### src/rtl/div_seq_ctrl.sv
// Sequential signed divider: one non-restoring step per clock, sign fix-up at the end, start/busy/done handshake.
// Define DIV_ZERO_DETECT_EN to add the ZERO state that short-circuits a zero divisor and raises div_by_zero.
module div_seq_ctrl #(
    parameter int WIDTH = 32
) (
    input  logic               clk,
    input  logic               clr,
    input  logic               start,
    input  logic [WIDTH-1:0]   dividend,
    input  logic [WIDTH-1:0]   divisor,
    output logic               busy,
    output logic               done,
    output logic               div_by_zero,
    output logic [2*WIDTH-1:0] out
);

    localparam int CW = $clog2(WIDTH);
    localparam logic [CW-1:0] LAST = CW'(WIDTH - 1);

    typedef enum logic [1:0] {
        IDLE,
        ITER,
        FINISH
`ifdef DIV_ZERO_DETECT_EN
        , ZERO
`endif
    } state_t;

    state_t state, state_next;

    logic [CW-1:0]    count;
    logic [WIDTH:0]   a;
    logic [WIDTH-1:0] q;
    logic [WIDTH:0]   m;
    logic             sign_dd;
    logic             sign_dv;

    logic [WIDTH-1:0] dd_abs;
    logic [WIDTH-1:0] dv_abs;
    logic [WIDTH:0]   a_shift;
    logic [WIDTH:0]   a_step;
    logic [WIDTH:0]   a_fix;
    logic [WIDTH-1:0] quo;
    logic [WIDTH-1:0] rem;
    logic [WIDTH-1:0] dd_signed;

    // Magnitudes fit in WIDTH unsigned bits, so the most negative operand maps to 2^(WIDTH-1).
    assign dd_abs = dividend[WIDTH-1] ? -dividend : dividend;
    assign dv_abs = divisor[WIDTH-1]  ? -divisor  : divisor;

    always_ff @(posedge clk or negedge clr) begin
        if (!clr) state <= IDLE;
        else      state <= state_next;
    end

    always_comb begin
        state_next = state;
        case (state)
            IDLE: begin
                if (start) begin
`ifdef DIV_ZERO_DETECT_EN
                    state_next = (divisor == '0) ? ZERO : ITER;
`else
                    state_next = ITER;
`endif
                end
            end
            ITER:    if (count == LAST) state_next = FINISH;
            FINISH:  state_next = IDLE;
`ifdef DIV_ZERO_DETECT_EN
            ZERO:    state_next = IDLE;
`endif
            default: state_next = IDLE;
        endcase
    end

    always_comb begin
        busy = (state != IDLE);
    end

    // The sign of the pre-shift remainder picks add or subtract; intermediate wrap is harmless mod 2^(WIDTH+1).
    always_comb begin
        a_shift   = {a[WIDTH-1:0], q[WIDTH-1]};
        a_step    = a[WIDTH] ? (a_shift + m) : (a_shift - m);
        a_fix     = a[WIDTH] ? (a + m) : a;
        quo       = (sign_dd ^ sign_dv) ? -q : q;
        rem       = sign_dd ? -a_fix[WIDTH-1:0] : a_fix[WIDTH-1:0];
        dd_signed = sign_dd ? -q : q;
    end

    always_ff @(posedge clk or negedge clr) begin
        if (!clr) begin
            count   <= '0;
            a       <= '0;
            q       <= '0;
            m       <= '0;
            sign_dd <= 1'b0;
            sign_dv <= 1'b0;
            out     <= '0;
            done    <= 1'b0;
        end else begin
            done <= 1'b0;
            case (state)
                IDLE: begin
                    if (start) begin
                        sign_dd <= dividend[WIDTH-1];
                        sign_dv <= divisor[WIDTH-1];
                        q       <= dd_abs;
                        m       <= {1'b0, dv_abs};
                        a       <= '0;
                        count   <= '0;
                    end
                end
                ITER: begin
                    a     <= a_step;
                    q     <= {q[WIDTH-2:0], ~a_step[WIDTH]};
                    count <= count + CW'(1);
                end
                FINISH: begin
                    out   <= {rem, quo};
                    done  <= 1'b1;
                    count <= '0;
                end
`ifdef DIV_ZERO_DETECT_EN
                ZERO: begin
                    out  <= {dd_signed, {WIDTH{1'b1}}};
                    done <= 1'b1;
                end
`endif
                default: ;
            endcase
        end
    end

`ifdef DIV_ZERO_DETECT_EN
    always_ff @(posedge clk or negedge clr) begin
        if (!clr)                  div_by_zero <= 1'b0;
        else if (state == FINISH)  div_by_zero <= 1'b0;
        else if (state == ZERO)    div_by_zero <= 1'b1;
    end
`else
    assign div_by_zero = 1'b0;
`endif

endmodule

### config.mk
export PLATFORM = sky130hd
export DESIGN_NAME = div_seq_ctrl
export DESIGN_NICKNAME = d
export VERILOG_FILES = /design/src/rtl/div_seq_ctrl.sv
export SDC_FILE = /design/constraint.sdc
export NUM_CORES = 1
export LEC_CHECK = 0
export CAP_MARGIN = 0
export CORE_ASPECT_RATIO = 0.75
export CORE_MARGIN = 4
export CORE_UTILIZATION = 63
export CTS_BUF_LIST = sky130_fd_sc_hd__clkbuf_8 sky130_fd_sc_hd__clkbuf_16
export DETAILED_ROUTE_END_ITERATION = 10
export GPL_TIMING_DRIVEN = 0
export PLACE_DENSITY = 0.85
export SLEW_MARGIN = 5
export SYNTH_ARGS = -nofsm -noshare
export SYNTH_HDL_FRONTEND = slang
export SYNTH_SLANG_ARGS = --single-unit
### constraint.sdc
create_clock -name clk -period 13.8 [get_ports clk]
set_input_delay 2.76 -clock clk [delete_from_list [all_inputs] [get_ports clk]]
set_output_delay 2.76 -clock clk [all_outputs]
set_load 0.1 [all_outputs]
Yosys cells after proc, flatten, opt, wreduce, memory -nomap -nowiden

Cells that the tools add are included.

Add/subtract/negate cells: 8
Equal/unequal tests: 5
Muxes and demuxes: 16
Bitwise gates (word level): 2
Reductions and logical operators: 8

Operators by type and width:

| cell                                                 | count |
|---|---|
| two-way mux 32 bit                                   | 6 |
| negation 32 bit                                      | 4 |
| two-way mux 33 bit                                   | 2 |
| case mux 33 bit (2 select lines)                     | 1 |
| case mux 32 bit (2 select lines)                     | 1 |
| adder 33 x 32 -> 33 bit                              | 1 |
| subtractor 33 x 32 -> 33 bit                         | 1 |
| adder 32 bit                                         | 1 |
| case mux 5 bit (3 select lines)                      | 1 |
| AND reduction 2 bit                                  | 4 |
| adder 5 x 1 -> 5 bit (second input constant)         | 1 |
| equality test 5 bit (second input constant)          | 1 |
| two-way mux 5 bit                                    | 1 |
| two-way mux 2 bit                                    | 2 |
| != test 2 bit (second input constant)                | 2 |
| case mux 2 bit (2 select lines)                      | 1 |
| nonzero test 2 bit                                   | 2 |
| nonzero test 3 bit                                   | 1 |
| equality test 2 x 1 -> 1 bit (second input constant) | 1 |
| equality test 2 bit (second input constant)          | 1 |
| zero test 2 bit                                      | 1 |
| two-way mux 1 bit                                    | 1 |
| NOT 1 bit                                            | 1 |
| bitwise XOR 1 bit                                    | 1 |

Bits in registers: 171
Output and inout port bits: 67

Depth between registers and ports, before layout

Gate-level depths: netlist (run 1).

Word-level depth: 4
Gate-level depth with buffers: 20
Depth with buffers taken out: 20

Least setup slack after synthesis (run 1)

OpenSTA, ideal clock, no wires.

Path type: input -> register
From: input divisor[4]
To: register m[22]
Library setup time: 0.133 ns
Data arrival time: 5.283 ns
Path slack: 8.384 ns
Stages on the path: 9
Buffers on the path: 0
Path through: or3_1 -> nor4_1 -> nand2_1 -> or4_1 -> or3_1 -> or4_1 -> o31ai_1 -> xor2_1 -> o21ai_0

Cells in the longest elaborated chain, start to end: 2

Ends and longest elaborated chain:

| what                 | line | source |
|---|---|---|
| from (decl)          | 10   | `input logic [WIDTH-1:0] divisor,` |
| negation 32 bit      | 49   | `assign dv_abs = divisor[WIDTH-1] ? -divisor : divisor;` |
| two-way mux 32 bit   | 49   |  |
| to (signal assigned) | 109  | `m <= {1'b0, dv_abs};` |
| to (decl)            | 34   | `logic [WIDTH:0] m;` |

Every way passes these cells.
A chain may end at the register's enable or synchronous reset.

Worst setup path after layout (run 1)

From: register a[32]
To: register a[31]

Cells in the longest elaborated chain, start to end: 2

Ends and longest elaborated chain:

| what                             | line | source |
|---|---|---|
| from (decl)                      | 32   | `logic [WIDTH:0] a;` |
| from (signal assigned)           | 115  | `a <= a_step;` |
| two-way mux 33 bit               | 84   | `a_step = a[WIDTH] ? (a_shift + m) : (a_shift - m);` |
| case mux 33 bit (2 select lines) | 103  | `case (state)` |

Every way passes these cells.

==> results of run 1 <==
cell families after synthesis:
logic type               Yosys count  synth area share [%]
AO/OA/AOI/OAI                    550                 25.21
XOR/XNOR                         184                 11.88
adder cells (fa/ha/maj)           72                 6.751
buffers and inverters            116                 3.873
flip-flops                       171                 31.54
multiplexers                      21                 1.651
other                              1               0.02764
AND/OR/NAND/NOR                  536                 19.06
final cells by class:
| class | instances | area (um2) | area share, % |
|---|---|---|---|
| Buffer | 84 | 405.4 | 2.557 |
| Multi-Input combinational cell | 1364 | 8762 | 55.27 |
| Tap cell | 288 | 360.3 | 2.273 |
| Sequential cell | 171 | 4279 | 26.99 |
| Clock inverter | 13 | 133.9 | 0.8444 |
| Timing Repair Buffer | 133 | 1354 | 8.539 |
| Clock buffer | 18 | 439.2 | 2.770 |
| Inverter | 32 | 120.1 | 0.7576 |
routing by layer:
metal,up-vias,part of all wire (%),GRT usage (%)
met2,687,39,48.93
met4,2,2.5,9.790
met5,-,0.030,0
met1,6364,44,52.76
met3,76,14,12.31
li1,6331,-,-
sequential cells by signal (all words and copies together) (netlist names):
register	cells
m	32
sign_dv	1
q	32
a	33
out	64
sign_dd	1
state	2
done	1
count	5
stage by stage:
stage                     cells  setup WS (ns)  instance area [um2]  utilization (%)  hold WS, ns
after floorplan            1651          8.384                13570                -       0.4824
after global placement     2071          3.044                15250            71.99       0.4532
after detailed placement   2072          7.656                15280            72.15       0.4687
after CTS                  2103          7.718                15850            74.85       0.4847
after global routing       2103          7.293                15850            74.85       0.5086
final                      2103          7.619                15850            74.85       0.4794
path summary, 6_finish.rpt:
check	startpoint	to	slack, ns	depth (start not counted)
setup / recovery	a[32]	a[31]	7.62	19
hold / removal	out[59]	out[59]	0.48	2
setup reg to reg	a[32]	a[31]	7.62	19
hold reg to reg	out[59]	out[59]	0.48	2
max in group asynchronous	clr	a[28]	10.62	2
min in group asynchronous	clr	out[43]	2.30	1
synth_stat cells, types with 36 or more instances:
cell type / number
o21ai_0: 227
nand2_1: 201
dfrtp_1: 171
xor2_1: 107
a21oi_1: 95
nor2_1: 95
xnor2_1: 77
ha_1: 70
clkbuf_1: 58
nand3_1: 55
a21o_1: 36
nor3_1: 36
critical path: stages (launching register included):
cell,delay (ns)
dfrtp_1,0.54
buf_6,0.22
buf_6,0.16
buf_6,0.15
buf_6,0.17
clkbuf_1,0.60
clkbuf_1,0.58
buf_1,0.50
nor2_1,0.13
xor2_1,0.16
ha_1,0.33
a21o_1,0.21
a211oi_1,0.37
nor2_1,0.16
a221oi_1,0.53
o221ai_1,0.41
a311oi_1,0.46
o21bai_1,0.12
xnor2_1,0.14
o21ai_0,0.09
==> results by group, run 1 <==
Clock network
  – Clk root buf: clkbuf_16
  – Post-CTS Hold Buffers: 0
  – Setup Buffers After CTS: 0
  – Cts bufs inserted: 17
  – CTS tree: yes
  – Post-CTS sizing: 0
  – Clock Sinks: between 150 and 200
  – Clk slew on worst S/H paths: 0.07 ns
  – Clk buf depth: 2
  – H-tree lvl count: 4
  – Worst skew pair latency: approximately 0.44 ns

Timing
  – Final period util: around 45%
  – Number of max-slew violations in the final report: 0
  – Setup TNS Final: 0 ns
  – Fmax: around 0.16 GHz
  – RSZ-0062 raised after global routing: false
  – Final setup violation count: 0
  – Fin crit period: between 6 and 7 ns
  – Worst-case headroom to the max-slew limit: ~27%
  – Slew @ Worst Pin: approximately 1.1 ns
  – Clock skew: around 0.012 ns
  – Final hold vios: 0

Synth
  – Post-synth cell types: roughly 90
  – Syn_nets: around 1800
  – Synth Flop Type: dfrtp_1
  – Post-synth EDFFs: 0
  – Syn avg cell area: between 8 and 9 um2
  – Post-synthesis instance area: 13570 um2
  – Share of the synthesized area in the top cell type: 31.54%
  – Asr flop ratio synth: 100.0%
  – Top cells by area, synth: dfrtp_1, o21ai_0, xor2_1
  – Seq/Total Area, Yosys: 31.54%
  – Post-synthesis register bit count: around 170
  – Cell taking the most area after synthesis: dfrtp_1
  – Post-Syn Instances: 1651
  – YS warnings: 0

Critical path
  – Crit Path Max Fanout: 10
  – Worst Setup Start Kind: flip-flop
  – WP data arrival: about 6.5 ns
  – Critical Path End Type: flip-flop
  – Critical path class: flip-flop to flip-flop
  – Worst endpoint required time: about 14 ns

Cells and area
  – Antenna diode count: 0
  – Number of fillers in the final layout: ~1700
  – Area grow syn2layout: 16.86%
  – Most frequent cells in the layout: o21ai_0, nand2_1, dfrtp_1, clkdlybuf4s50_1, xor2_1
  – Leading cell type in the layout, fill and taps excluded: o21ai_0
  – Layout cell share with drive strength beyond 1: about 5.0%
  – Nets: 1942

Global routing
  – Number of global-route vias before repair: 12760
  – Initial antenna violation count: 1
  – GRT Util Overall: around 35%
  – Global-route wire length before repair: roughly 67000 um
  – GRT Residual Overflow: 0
  – Largest net degree at the start of global routing: just over 90

Drt
  – DRT iter0 DRCs: 1424
  – Via count: roughly 13000
  – DRC violations left: 0
  – Vias per std cell: approximately 6.4
  – DRT Pass-1 Iters: 6
  – Post-route antenna net violation count: 0
  – Drt total wl: ~43000 um
  – WL per Instance: 20.36 um

Flow run
  – Max-cap violation count: 0

Floorplan
  – Row count: 46
  – Die area: 23970 um2
  – Initial Util: ~64%
  – Core area: 21180 um2
  – Height of the die: around 140 um
  – Die Wd: 177.5 um
  – Boundary Pins: ~130

Placed design
  – Port bufs: between 100 and 150
  – DP Wirelength: 33780 um
  – Gpl congestion: 0.9692

Run status
  – Status: finished, final reports clean

Worst hold path
  – Worst min-delay path category: flip-flop to flip-flop
Power of run 1 is not shown: default switching activity piles up to over one toggle a cycle in this logic, so the estimate is an artifact.
==> run 2, diff against run 1 <==
--- a/config.mk
+++ b/config.mk
@@ -8,11 +8,11 @@
 export CAP_MARGIN = 0
 export CORE_ASPECT_RATIO = 0.75
 export CORE_MARGIN = 4
-export CORE_UTILIZATION = 63
+export CORE_UTILIZATION = 53
 export CTS_BUF_LIST = sky130_fd_sc_hd__clkbuf_8 sky130_fd_sc_hd__clkbuf_16
 export DETAILED_ROUTE_END_ITERATION = 10
 export GPL_TIMING_DRIVEN = 0
-export PLACE_DENSITY = 0.85
+export PLACE_DENSITY = 0.76
 export SLEW_MARGIN = 5
 export SYNTH_ARGS = -nofsm -noshare
 export SYNTH_HDL_FRONTEND = slang
==> constraint.sdc (replaced) <==
create_clock -name clk -period 5.58 [get_ports clk]
set_input_delay 1.116 -clock clk [delete_from_list [all_inputs] [get_ports clk]]
set_output_delay 1.116 -clock clk [all_outputs]
set_load 0.1 [all_outputs]
==> results by group, run 2 (synthesized netlist as in run 1, its figures left out) <==
Cells and area
  – Leading cell type in the layout, fill and taps excluded: o21ai_0
  – Nets: about 1900
  – Antenna diode count: 0
  – Area grow syn2layout: 17.24%
  – Top reg by flops: out
  – Most frequent cells in the layout: o21ai_0, nand2_1, dfrtp_1, clkdlybuf4s50_1, xor2_1
  – Number of fillers in the final layout: 2184
  – Core Util, Final: 63.40%
  – Biggest regs: out x64, a x33
  – Largest register FFs: between 60 and 70
  – Layout cell share with drive strength beyond 1: under 10%

Clock network
  – Clk root buf: clkbuf_16
  – Cts bufs inserted: 17
  – Setup Buffers After CTS: 0
  – H-tree lvl count: 4
  – Clk slew on worst S/H paths: 0.07 ns
  – Post-CTS Hold Buffers: 0
  – Worst skew pair latency: around 0.44 ns
  – Clock Sinks: 171
  – Clk buf depth: 2
  – CTS tree: yes

Floorplan
  – Boundary Pins: between 100 and 150
  – Row count: 50
  – Die area: roughly 28000 um2
  – Initial Util: between 50% and 60%
  – Height of the die: between 100 and 150 um
  – Core area: between 20000 and 30000 um2
  – Die Wd: between 150 and 200 um

Worst hold path
  – Worst min-delay path category: flip-flop to flip-flop

Placed design
  – Gpl congestion: ~1.0
  – Port bufs: about 130
  – DP Wirelength: ~33000 um

Global routing
  – GRT Util Overall: between 20% and 30%
  – Global-route wire length before repair: between 60000 and 70000 um
  – Number of global-route vias before repair: 12050
  – Largest net degree at the start of global routing: approximately 110
  – Initial antenna violation count: 1
  – GRT Residual Overflow: 0

Critical path
  – WP data arrival: approximately 5.4 ns
  – Critical path, cell by cell: inv_1 -> buf_6 -> buf_6 -> clkbuf_1 -> o21ai_0 -> xnor2_1 -> ha_1 -> a21o_1 -> a21o_1 -> a21oi_1 -> o21ai_0 -> a221oi_1 -> o221ai_1 -> a311oi_1 -> o21bai_1 -> xnor2_1 -> o21ai_0
  – Critical path class: flip-flop to flip-flop
  – Crit Path Max Fanout: 10
  – Worst stage delay on the critical path: between 0.5 and 0.6 ns
  – Worst endpoint required time: between 5 and 6 ns
  – Worst Setup Start Kind: flip-flop
  – Critical Path End Type: flip-flop
  – Cell repeated most along the worst path: o21ai_0
  – CP Buf/Inv Count: 4
  – Delay-heaviest family, CP: compound AO/OA/AOI/OAI gates
  – Slowest CP cell: a221oi_1

Timing
  – Fin crit period: around 5.1 ns
  – Final setup violation count: 0
  – Worst-case headroom to the max-slew limit: 31.62%
  – Number of max-slew violations in the final report: 0
  – Final hold vios: 0
  – Clock skew: 0.01643 ns
  – Final period util: approximately nine tenths
  – Slew @ Worst Pin: a little over 1 ns
  – Worst hold slack: approximately 0.47 ns
  – Fmax: between 0.15 and 0.2 GHz
  – RSZ-0062 raised after global routing: false

Drt
  – DRC violations left: 0
  – Vias per std cell: roughly 6
  – Post-route antenna net violation count: 0
  – WL per Instance: just under 20 um
  – DRT iter0 DRCs: approximately 1300
  – DRT Pass-1 Iters: 5
  – Drt total wl: around 42000 um
  – Via count: approximately 13000

Flow run
  – Max-cap violation count: 0

Run status
  – Status: finished, final reports clean
run 2: cell count changes in the layout (fill, tap and decap cells not counted), sizes merged:
cell / previous run / this run
clkbuf: 79 / 77
clkinvlp: 1 / 3
bufinv: 1 / 0
clkinv: 4 / 3
run 2: repair_timing:
action | 4_1_cts | 5_1_grt
cloned | 0 | 0
setup endpoints to repair | 5 | 3
resized for setup | 0 | 0
run 2: per-stage QoR:
| stage | instances | TNS (ns) | setup WS [ns] | instance area (um2) |
|---|---|---|---|---|
| after global placement | 2121 | -610.50 | -3.596 | 15310 |
| after global routing | 2151 | 0 | 0.2723 | 15910 |
| after floorplan | 1651 | 0 | 1.199 | 13570 |
| after CTS | 2152 | 0 | 0.2604 | 15910 |
| after detailed placement | 2122 | -0.3606 | -0.1745 | 15340 |
| final | 2151 | 0 | 0.5008 | 15910 |
run 2: final cells by class:
| class | count | area, um2 | share of cell area [%] |
|---|---|---|---|
| Buffer | 82 | 397.9 | 2.502 |
| Clock buffer | 18 | 439.2 | 2.761 |
| Clock inverter | 13 | 130.1 | 0.8181 |
| Inverter | 32 | 120.1 | 0.7552 |
| Multi-Input combinational cell | 1364 | 8762 | 55.09 |
| Sequential cell | 171 | 4279 | 26.90 |
| Tap cell | 338 | 422.9 | 2.659 |
| Timing Repair Buffer | 133 | 1354 | 8.512 |
run 2: worst register-to-register path, stage by stage, from the launching register on:
cell and delay [ns]:
dfrtp_1 0.48, inv_1 0.19, buf_6 0.18, buf_6 0.16
clkbuf_1 0.57, o21ai_0 0.25, xnor2_1 0.31, ha_1 0.33
a21o_1 0.17, a21o_1 0.18, a21oi_1 0.18, o21ai_0 0.15
a221oi_1 0.59, o221ai_1 0.36, a311oi_1 0.48, o21bai_1 0.13
xnor2_1 0.15, o21ai_0 0.09
run 2: per-layer routing:
layer	global-route usage, %	share of wire, %	wire [um]	vias to the layer above
met2	38.57	38	16150	615
met1	47.41	48	20310	6236
met4	5.916	1.4	581	2
met3	8.485	12	5200	49
met5	0	0.028	12	-
li1	-	-	-	6314
run 2: final timing paths:
check,start,endpoint,slack [ns],depth (start not counted)
setup reg to reg,a[32],a[31],0.50,17
max in group asynchronous,clr,m[23],4.05,2
min in group asynchronous,clr,out[13],0.60,1
setup / recovery,a[32],a[31],0.50,17
hold / removal,out[46],out[46],0.47,2
hold reg to reg,out[46],out[46],0.47,2
Power of run 2 is left out for the same reason.
